[config.mk]
export PLATFORM = sky130hd
export DESIGN_NAME = decode_stage
export DESIGN_NICKNAME = d
export VERILOG_FILES = /design/src/rtl/riscv_pkg.sv /design/src/rtl/reg_file.sv /design/src/rtl/decode_stage.sv
export SDC_FILE = /design/constraint.sdc
export NUM_CORES = 2
export LEC_CHECK = 0
export CAP_MARGIN = 40
export CORE_ASPECT_RATIO = 1.75
export CORE_MARGIN = 2
export CORE_UTILIZATION = 62
export DETAILED_ROUTE_END_ITERATION = 6
export GPL_TIMING_DRIVEN = 0
export PLACE_DENSITY = 0.86
export SYNTH_ARGS = -nofsm -noshare
export SYNTH_HDL_FRONTEND = slang
export SYNTH_HIERARCHICAL = 1
export SYNTH_SLANG_ARGS = --single-unit
[constraint.sdc]
create_clock -name clk -period 44.2 [get_ports clk]
set_input_delay 6.63 -clock clk [delete_from_list [all_inputs] [get_ports clk]]
set_output_delay 6.63 -clock clk [all_outputs]
set_load 0.03 [all_outputs]
[src/rtl/riscv_pkg.sv]
// Shared RV32I decode definitions: opcodes, branch funct3 codes and immediate formats.
package riscv_pkg;

  localparam logic [6:0] OP_LOAD   = 7'b0000011;
  localparam logic [6:0] OP_STORE  = 7'b0100011;
  localparam logic [6:0] OP_BRANCH = 7'b1100011;
  localparam logic [6:0] OP_JAL    = 7'b1101111;
  localparam logic [6:0] OP_JALR   = 7'b1100111;
  localparam logic [6:0] OP_LUI    = 7'b0110111;
  localparam logic [6:0] OP_AUIPC  = 7'b0010111;
  localparam logic [6:0] OP_IMM    = 7'b0010011;
  localparam logic [6:0] OP_REG    = 7'b0110011;

  localparam logic [2:0] F3_BEQ  = 3'd0;
  localparam logic [2:0] F3_BNE  = 3'd1;
  localparam logic [2:0] F3_BLT  = 3'd4;
  localparam logic [2:0] F3_BGE  = 3'd5;
  localparam logic [2:0] F3_BLTU = 3'd6;
  localparam logic [2:0] F3_BGEU = 3'd7;

  // FMT_X marks an opcode this stage does not recognise.
  typedef enum logic [2:0] {FMT_R, FMT_I, FMT_S, FMT_B, FMT_U, FMT_J, FMT_X} imm_fmt_e;

  function automatic imm_fmt_e fmt_of(input logic [6:0] op);
    case (op)
      OP_REG:                    return FMT_R;
      OP_LOAD, OP_IMM, OP_JALR:  return FMT_I;
      OP_STORE:                  return FMT_S;
      OP_BRANCH:                 return FMT_B;
      OP_LUI, OP_AUIPC:          return FMT_U;
      OP_JAL:                    return FMT_J;
      default:                   return FMT_X;
    endcase
  endfunction

endpackage

[src/rtl/reg_file.sv]
// Register file: two asynchronous read ports, one write port, x0 hardwired to zero,
// and write-through bypass so a same-cycle writeback is visible on the read ports.
module reg_file #(
  parameter int XLEN = 32,
  parameter int NREG = 32,
  localparam int RW = $clog2(NREG)
) (
  input  logic            clk,
  input  logic            rst,
  input  logic            we,
  input  logic [RW-1:0]   waddr,
  input  logic [XLEN-1:0] wdata,
  input  logic [RW-1:0]   raddr1,
  input  logic [RW-1:0]   raddr2,
  output logic [XLEN-1:0] rdata1,
  output logic [XLEN-1:0] rdata2
);

  logic [XLEN-1:0] regs_q [NREG];
  logic [XLEN-1:0] regs_d [NREG];

  always_comb begin
    regs_d = regs_q;
    if (we && waddr != '0) regs_d[waddr] = wdata;
  end

  always_ff @(posedge clk or posedge rst) begin
    if (rst) begin
      for (int i = 0; i < NREG; i++) regs_q[i] <= '0;
    end else begin
      regs_q <= regs_d;
    end
  end

  always_comb begin
    rdata1 = regs_q[raddr1];
    if (raddr1 == '0)                   rdata1 = '0;
    else if (we && waddr == raddr1)     rdata1 = wdata;
  end

  always_comb begin
    rdata2 = regs_q[raddr2];
    if (raddr2 == '0)                   rdata2 = '0;
    else if (we && waddr == raddr2)     rdata2 = wdata;
  end

endmodule

[src/rtl/decode_stage.sv]
// RV32I decode stage: operand read with bypass, immediate generation, branch resolution,
// load-use/WAW scoreboard and the ID/EX valid/ready register with flush.
module decode_stage import riscv_pkg::*; #(
  parameter int XLEN = 32,
  parameter int NREG = 32,
  localparam int RW = $clog2(NREG)
) (
  input  logic            clk,
  input  logic            rst,
  input  logic            in_valid,
  output logic            in_ready,
  input  logic [31:0]     in_inst,
  input  logic [XLEN-1:0] in_pc,
  input  logic            wb_en,
  input  logic [4:0]      wb_rd,
  input  logic [XLEN-1:0] wb_data,
  input  logic            flush,
  output logic            out_valid,
  input  logic            out_ready,
  output logic [XLEN-1:0] out_pc,
  output logic [XLEN-1:0] out_rs1_data,
  output logic [XLEN-1:0] out_rs2_data,
  output logic [XLEN-1:0] out_imm,
  output logic [RW-1:0]   out_rd,
  output logic [6:0]      out_opcode,
  output logic [2:0]      out_funct3,
  output logic            out_funct7b5,
  output logic            out_br_taken,
  output logic            out_illegal
);

  typedef struct packed {
    logic [XLEN-1:0] pc, rs1_data, rs2_data, imm;
    logic [RW-1:0]   rd;
    logic [6:0]      opcode;
    logic [2:0]      funct3;
    logic            funct7b5, br_taken, illegal;
  } idex_t;

  logic [6:0] opcode;
  logic [2:0] funct3;
  logic [4:0] rs1, rs2, rd;
  imm_fmt_e   fmt;
  assign opcode = in_inst[6:0];
  assign funct3 = in_inst[14:12];
  assign rs1    = in_inst[19:15];
  assign rs2    = in_inst[24:20];
  assign rd     = in_inst[11:7];
  assign fmt    = fmt_of(opcode);

  logic use_rs1, use_rs2, has_rd, is_load;
  logic rs1_ok, rs2_ok, rd_ok, wb_ok;
  logic [RW-1:0] rs1_i, rs2_i, rd_i, wb_i;
  assign use_rs1 = fmt inside {FMT_R, FMT_I, FMT_S, FMT_B};
  assign use_rs2 = fmt inside {FMT_R, FMT_S, FMT_B};
  assign has_rd  = fmt inside {FMT_R, FMT_I, FMT_U, FMT_J};
  assign is_load = (opcode == OP_LOAD);
  assign rs1_ok  = {1'b0, rs1} < 6'(NREG);
  assign rs2_ok  = {1'b0, rs2} < 6'(NREG);
  assign rd_ok   = {1'b0, rd} < 6'(NREG);
  assign wb_ok   = {1'b0, wb_rd} < 6'(NREG);
  assign rs1_i   = rs1[RW-1:0];
  assign rs2_i   = rs2[RW-1:0];
  assign rd_i    = rd[RW-1:0];
  assign wb_i    = wb_rd[RW-1:0];

  logic [XLEN-1:0] rs1_data, rs2_data;

  reg_file #(.XLEN(XLEN), .NREG(NREG)) u_rf (
    .clk    (clk),
    .rst    (rst),
    .we     (wb_en && wb_ok),
    .waddr  (wb_i),
    .wdata  (wb_data),
    .raddr1 (rs1_i),
    .raddr2 (rs2_i),
    .rdata1 (rs1_data),
    .rdata2 (rs2_data)
  );

  logic [31:0]     imm32;
  logic [XLEN-1:0] imm_ext;
  always_comb begin
    imm32 = '0;
    case (fmt)
      FMT_I:   imm32 = {{20{in_inst[31]}}, in_inst[31:20]};
      FMT_S:   imm32 = {{20{in_inst[31]}}, in_inst[31:25], in_inst[11:7]};
      FMT_B:   imm32 = {{19{in_inst[31]}}, in_inst[31], in_inst[7], in_inst[30:25],
                        in_inst[11:8], 1'b0};
      FMT_U:   imm32 = {in_inst[31:12], 12'b0};
      FMT_J:   imm32 = {{11{in_inst[31]}}, in_inst[31], in_inst[19:12], in_inst[20],
                        in_inst[30:21], 1'b0};
      default: imm32 = '0;
    endcase
    imm_ext = XLEN'($signed(imm32));
  end

  // Signed compares use signed operands directly so no overflow case exists.
  logic signed [XLEN-1:0] rs1_s, rs2_s;
  logic br_taken, f3_bad;
  assign rs1_s = rs1_data;
  assign rs2_s = rs2_data;
  always_comb begin
    br_taken = 1'b0;
    f3_bad   = 1'b0;
    if (opcode == OP_BRANCH) begin
      case (funct3)
        F3_BEQ:  br_taken = (rs1_data == rs2_data);
        F3_BNE:  br_taken = (rs1_data != rs2_data);
        F3_BLT:  br_taken = (rs1_s < rs2_s);
        F3_BGE:  br_taken = (rs1_s >= rs2_s);
        F3_BLTU: br_taken = (rs1_data < rs2_data);
        F3_BGEU: br_taken = (rs1_data >= rs2_data);
        default: f3_bad   = 1'b1;
      endcase
    end
  end

  logic illegal;
  assign illegal = (fmt == FMT_X) || f3_bad || (use_rs1 && !rs1_ok) ||
                   (use_rs2 && !rs2_ok) || (has_rd && !rd_ok);

  // A register being written back this cycle is already satisfied through the bypass.
  logic [NREG-1:0] busy_q, busy_d, clr_vec, busy_eff;
  logic            stall, xfer;
  logic            valid_q, valid_d;
  idex_t           idex_q, idex_d;

  always_comb begin
    clr_vec = '0;
    if (wb_en && wb_ok) clr_vec[wb_i] = 1'b1;
    busy_eff = busy_q & ~clr_vec;
  end

  assign stall = in_valid && ((use_rs1 && rs1_ok && busy_eff[rs1_i]) ||
                              (use_rs2 && rs2_ok && busy_eff[rs2_i]) ||
                              (is_load && rd_ok && busy_eff[rd_i]));
  assign in_ready = !stall && !flush && (!valid_q || out_ready);
  assign xfer     = in_valid && in_ready;

  always_comb begin
    busy_d = busy_eff;
    if (flush && valid_q && idex_q.opcode == OP_LOAD && idex_q.rd != '0)
      busy_d[idex_q.rd] = 1'b0;
    if (xfer && is_load && rd != 5'd0 && rd_ok)
      busy_d[rd_i] = 1'b1;
    busy_d[0] = 1'b0;
  end

  always_comb begin
    valid_d = valid_q;
    idex_d  = idex_q;
    if (flush) begin
      valid_d = 1'b0;
    end else if (xfer) begin
      valid_d         = 1'b1;
      idex_d.pc       = in_pc;
      idex_d.rs1_data = rs1_data;
      idex_d.rs2_data = rs2_data;
      idex_d.imm      = imm_ext;
      idex_d.rd       = has_rd ? rd_i : '0;
      idex_d.opcode   = opcode;
      idex_d.funct3   = funct3;
      idex_d.funct7b5 = in_inst[30];
      idex_d.br_taken = br_taken;
      idex_d.illegal  = illegal;
    end else if (out_ready) begin
      valid_d = 1'b0;
    end
  end

  // ID/EX boundary
  always_ff @(posedge clk or posedge rst) begin
    if (rst) begin
      valid_q <= 1'b0;
      idex_q  <= '0;
      busy_q  <= '0;
    end else begin
      valid_q <= valid_d;
      idex_q  <= idex_d;
      busy_q  <= busy_d;
    end
  end

  assign out_valid    = valid_q;
  assign out_pc       = idex_q.pc;
  assign out_rs1_data = idex_q.rs1_data;
  assign out_rs2_data = idex_q.rs2_data;
  assign out_imm      = idex_q.imm;
  assign out_rd       = idex_q.rd;
  assign out_opcode   = idex_q.opcode;
  assign out_funct3   = idex_q.funct3;
  assign out_funct7b5 = idex_q.funct7b5;
  assign out_br_taken = idex_q.br_taken;
  assign out_illegal  = idex_q.illegal;

endmodule
==> key figures, run 1 <==
Logic synthesis
  • Count leader, synth: dfrtp_1
  • Cell taking the most area after synthesis: dfrtp_1
  • Post-Syn Area: 64,900 sq um
  • Synth area leaders: dfrtp_1, mux2_2, mux4_2, mux2i_1, mux2_1
  • Post-synth EDFFs: 0
  • Post-synthesis area per instance: 13.7 sq um
  • Yosys warns: 6
  • Primary FF master, synth: dfrtp_1
  • Synth top area share: 0.464
  • Syn Nets: 4,865
  • Commonest cells in the netlist: dfrtp_1, mux2_2, mux4_2
  • Post-synthesis sequential area ratio: 0.464
  • Yosys reg bits: 1,202
  • Post-synth ARST share: 1.00
  • Post-Syn Instances: 4,725
  • Netlist cell types: 87

Global routing
  • Largest net degree at the start of global routing: 128
  • Overflow after GRT: 290
  • All-Layer GR Usage: 0.676
  • First-pass GRT wire length: 506,000 um
  • Vias in the first global route: 58,477

CTS
  • Total CTS buffers: 112
  • Hold-fix buffers, CTS: 0
  • Clock sink count: 1,202
  • CTS max path bufs: 3
  • Root buf cell: clkbuf_16
  • Postcts setup bufs: 0
  • H-tree Lvls: 3
  • CTS resizes: 0

Run status
  • Stopping stage: global routing (5_1_grt)
  • Status: stopped before the end
  • Tool error: [ERROR GRT-0116] Global routing finished with congestion. Check the congestion regions in the DRC Viewer.

Place
  • Post-DP Area: 71,400 sq um
  • Hpwl dp: 236,000 um
  • Input/output buffers: 251
  • Pre-CTS WS: 26.30 ns
  • RD Place Congestion: 1.15

Die
  • Initial Utilization: 0.623
  • # IOs: 255
  • Die height: 432 um
  • Cell row count: 157
  • Die W: 249 um
[per-layer routing]
layer	overflow	global-route usage
met2	171	0.893
met3	2	0.452
met1	2	0.693
met5	0	0.120
met4	115	0.657
[logic make-up after synthesis]
logic type | share of synthesized area
compound gates | 0.0716
xor+xnor | 0.00189
fa+ha+maj | 0.00636
buf+inv | 0.0388
flops | 0.464
mux | 0.380
simple gates | 0.0374
[through the flow]
step,std cells,hold WS [ns],util,TNS [ns]
4_1_cts,6700,0.482,0.724,0
3_5_place_dp,6496,0.467,0.686,0
3_3_place_gp,6327,0.452,0.664,-2304.72
2_1_floorplan,4725,0.441,-,0
==> run 2, diff against run 1 <==
CORE_ASPECT_RATIO = unset   (was 1.75)
CORE_UTILIZATION = 40   (was 62)
PLACE_DENSITY = unset   (was 0.86)
PLACE_DENSITY_LB_ADDON = 0.15   (was unset)
==> run 2 against run 1 <==
Compared with the run above: the flow now finishes, with violations (DRC); synthesized cell count did not move; area after synthesis did not move.
==> key figures, run 2 <==
Run status
  • Status: finished with violations
  • Violated checks: DRC

Logic synthesis
  • Yosys warns: 6 (unchanged)
  • Count leader, synth: dfrtp_1
  • Synth top area share: 0.464 (unchanged)
  • Post-synthesis sequential area ratio: 0.464 (unchanged)
  • Syn Nets: 4,865 (unchanged)
  • Post-synthesis area per instance: 13.7 sq um (unchanged)
  • Post-Syn Instances: 4,725 (unchanged)
  • Yosys reg bits: 1,202 (unchanged)
  • Commonest cells in the netlist: dfrtp_1, mux2_2, mux4_2
  • Post-Syn Area: 64,900 sq um (unchanged)
  • Netlist cell types: 87 (unchanged)
  • Post-synth ARST share: 1.00 (unchanged)
  • Cell taking the most area after synthesis: dfrtp_1
  • Post-synth EDFFs: 0 (unchanged)
  • Synth area leaders: dfrtp_1, mux2_2, mux4_2, mux2i_1, mux2_1
  • Primary FF master, synth: dfrtp_1

Die
  • CORE AREA: 161,000 sq um
  • Die height: 407 um (-5.8%)
  • Cell row count: 147 (-6.4%)
  • Die W: 407 um (+64%)
  • # IOs: 255 (unchanged)
  • Initial Utilization: 0.404 (-0.220)
  • Total die area: 165,000 sq um

CTS
  • CTS max path bufs: 3 (unchanged)
  • CTS tree: yes
  • Postcts setup bufs: 0 (unchanged)
  • Total CTS buffers: 141 (+26%)
  • Worst skew pair latency: 0.81 ns
  • H-tree Lvls: 4 (+1)
  • CTS resizes: 0 (unchanged)
  • Hold-fix buffers, CTS: 0 (unchanged)
  • Clock sink count: 1,202 (unchanged)
  • Worst-path clk slew: 0.06 ns
  • Root buf cell: clkbuf_16

STA
  • Tcrit/Tclk final: 0.399
  • RSZ-0062 raised after global routing: false
  • Setup violators final: 0
  • Final setup TNS: 0 ns
  • Final Hold Viols: 0
  • F_max: 56.7 MHz
  • Max Transition Viols Final: 0
  • Clk_skew: 0.0267 ns
  • Max-slew headroom: 0.193
  • Worst slew pin tran: 1.21 ns
  • Crit path time final: 17.63 ns

Detailed routing
  • TritonRoute pass-1 iters: 7
  • Detail Route Antenna Nets: 0
  • Final WL: 320,000 um
  • DRT iter0 DRCs: 7,666
  • Via Count: 50,758
  • Residual DRC: 1
  • Wire per inst: 42.4 um
  • Vias/cell: 6.73

Layout
  • Most frequent cells in the layout: dfrtp_1, mux2_2, mux4_2, clkbuf_1, clkdlybuf4s50_1
  • Max FFs per register: 1,024
  • Commonest non-fill, non-tap cell in the layout: dfrtp_1
  • Syn-to-layout area delta: 18.8%
  • Layout cells sized above 1: 0.379
  • Final Cell Area: 77,100 sq um
  • Post-layout util: 0.480
  • Largest Register: u_rf/regs_q
  • Post-Layout Cell Count: 7,546
  • Fin nets: 5,407

Place
  • Hpwl dp: 232,000 um (-1.7%)
  • Post-DP Area: 72,200 sq um (+1.1%)
  • Input/output buffers: 251 (unchanged)
  • Placed cell count: 7,278 (+12%)
  • RD Place Congestion: 1.06 (-8.2%)

Power and ir drop
  • Power Density: 46.3 nW/um^2
  • VDD IR max: 29.0 uV
  • Design Power: 3.57 mW
  • Leakage power: 33.1 nW

Global routing
  • Initial antenna violation count: 28
  • Largest net degree at the start of global routing: 123
  • Vias in the first global route: 48,677
  • First-pass GRT wire length: 426,000 um
  • All-Layer GR Usage: 0.384
  • Overflow after GRT: 0

Worst setup path
  • Crit-path max FO: 10
  • CP arrival: 11.00 ns
  • CP startpoint kind: primary input
  • CP required: 37.57 ns
  • Setup crit end kind: output pin
  • Crit path kind: in -> out

Run
  • Max-cap viol count: 0

Hold path
  • Hold crit path type: reg -> reg
run 2: cell counts after synthesis:
No cell type changed its count.
run 2: stage by stage:
| step | hold WS (ns) | setup WS [ns] |
|---|---|---|
| final | 0.477 | 26.57 |
| after global routing | 0.499 | 26.44 |
| after CTS | 0.482 | 26.65 |
| after detailed placement | 0.468 | 26.66 |
| after global placement | 0.453 | -4.85 |
| after floorplan | 0.441 | 8.75 |
run 2: report_power, final:
group,total [mW],switching [mW],internal (mW)
registers,1.46,0.152,1.30
clock network,1.24,0.499,0.739
logic,0.874,0.458,0.415
run 2: cells by family (layout without fill, tap and decap cells):
logic type	count (synthesis)	after routing	share of synthesized area
other	0	17	0
adders and majority gates	33	33	0.00636
buffers and inverters	545	1189	0.0388
DFF	1202	1202	0.464
xor gates and xnor gates	14	14	0.00189
and+or+nand+nor	478	478	0.0374
muxes	1806	1806	0.380
AOI/OAI and AO/OA	647	647	0.0716
run 2: path summary, 6_finish.rpt:
| kind | start | to | slack [ns] | depth (start not counted) |
|---|---|---|---|---|
| min | u_rf/regs_q[1015]$_DFFE_PP0P_ | u_rf/regs_q[1015]$_DFFE_PP0P_ | 0.48 | 1 |
| max reg2reg | u_rf/regs_q[15]$_DFFE_PP0P_ | out_br_taken$_DFFE_PP0P_ | 38.61 | 15 |
| min reg2reg | u_rf/regs_q[1015]$_DFFE_PP0P_ | u_rf/regs_q[1015]$_DFFE_PP0P_ | 0.48 | 1 |
| max in group asynchronous | rst | u_rf/regs_q[197]$_DFFE_PP0P_ | 35.39 | 5 |
| min in group asynchronous | rst | out_rs2_data[10]$_DFFE_PP0P_ | 6.42 | 2 |
| max | wb_en | in_ready | 26.57 | 12 |
run 2: layout make-up:
class                   instances  area [sq um]
clock inverters                39           616
flip-flops and latches       1202         30100
diodes                         17          42.5
multi-input cells            2978         32300
clock buffers                 206          4170
repair buffers                399          4600
fillers                     14320         83700
plain buffers                 488          2340
well taps                    2160          2700
inverters                      57           229
run 2: per-layer routing:
metal,up-vias,global-route usage,routed length [um]
li1,19236,-,-
met1,26728,0.476,118000
met2,3775,0.546,134000
met3,979,0.160,43300
met4,40,0.250,24600
met5,-,0.0175,659
run 2: critical path, stage by stage:
cell and delay [ns]:
clkdlybuf4s50_1 0.60, buf_2 0.26, nand4b_1 0.47, o21ai_1 0.61, mux4_2 0.34, nor2_1 0.05, o31a_1 0.31, a32oi_2 0.34
buf_2 0.35, o31ai_1 0.13, a21boi_1 0.19, clkdlybuf4s50_1 0.69
Power figures use the tool's default switching activity.
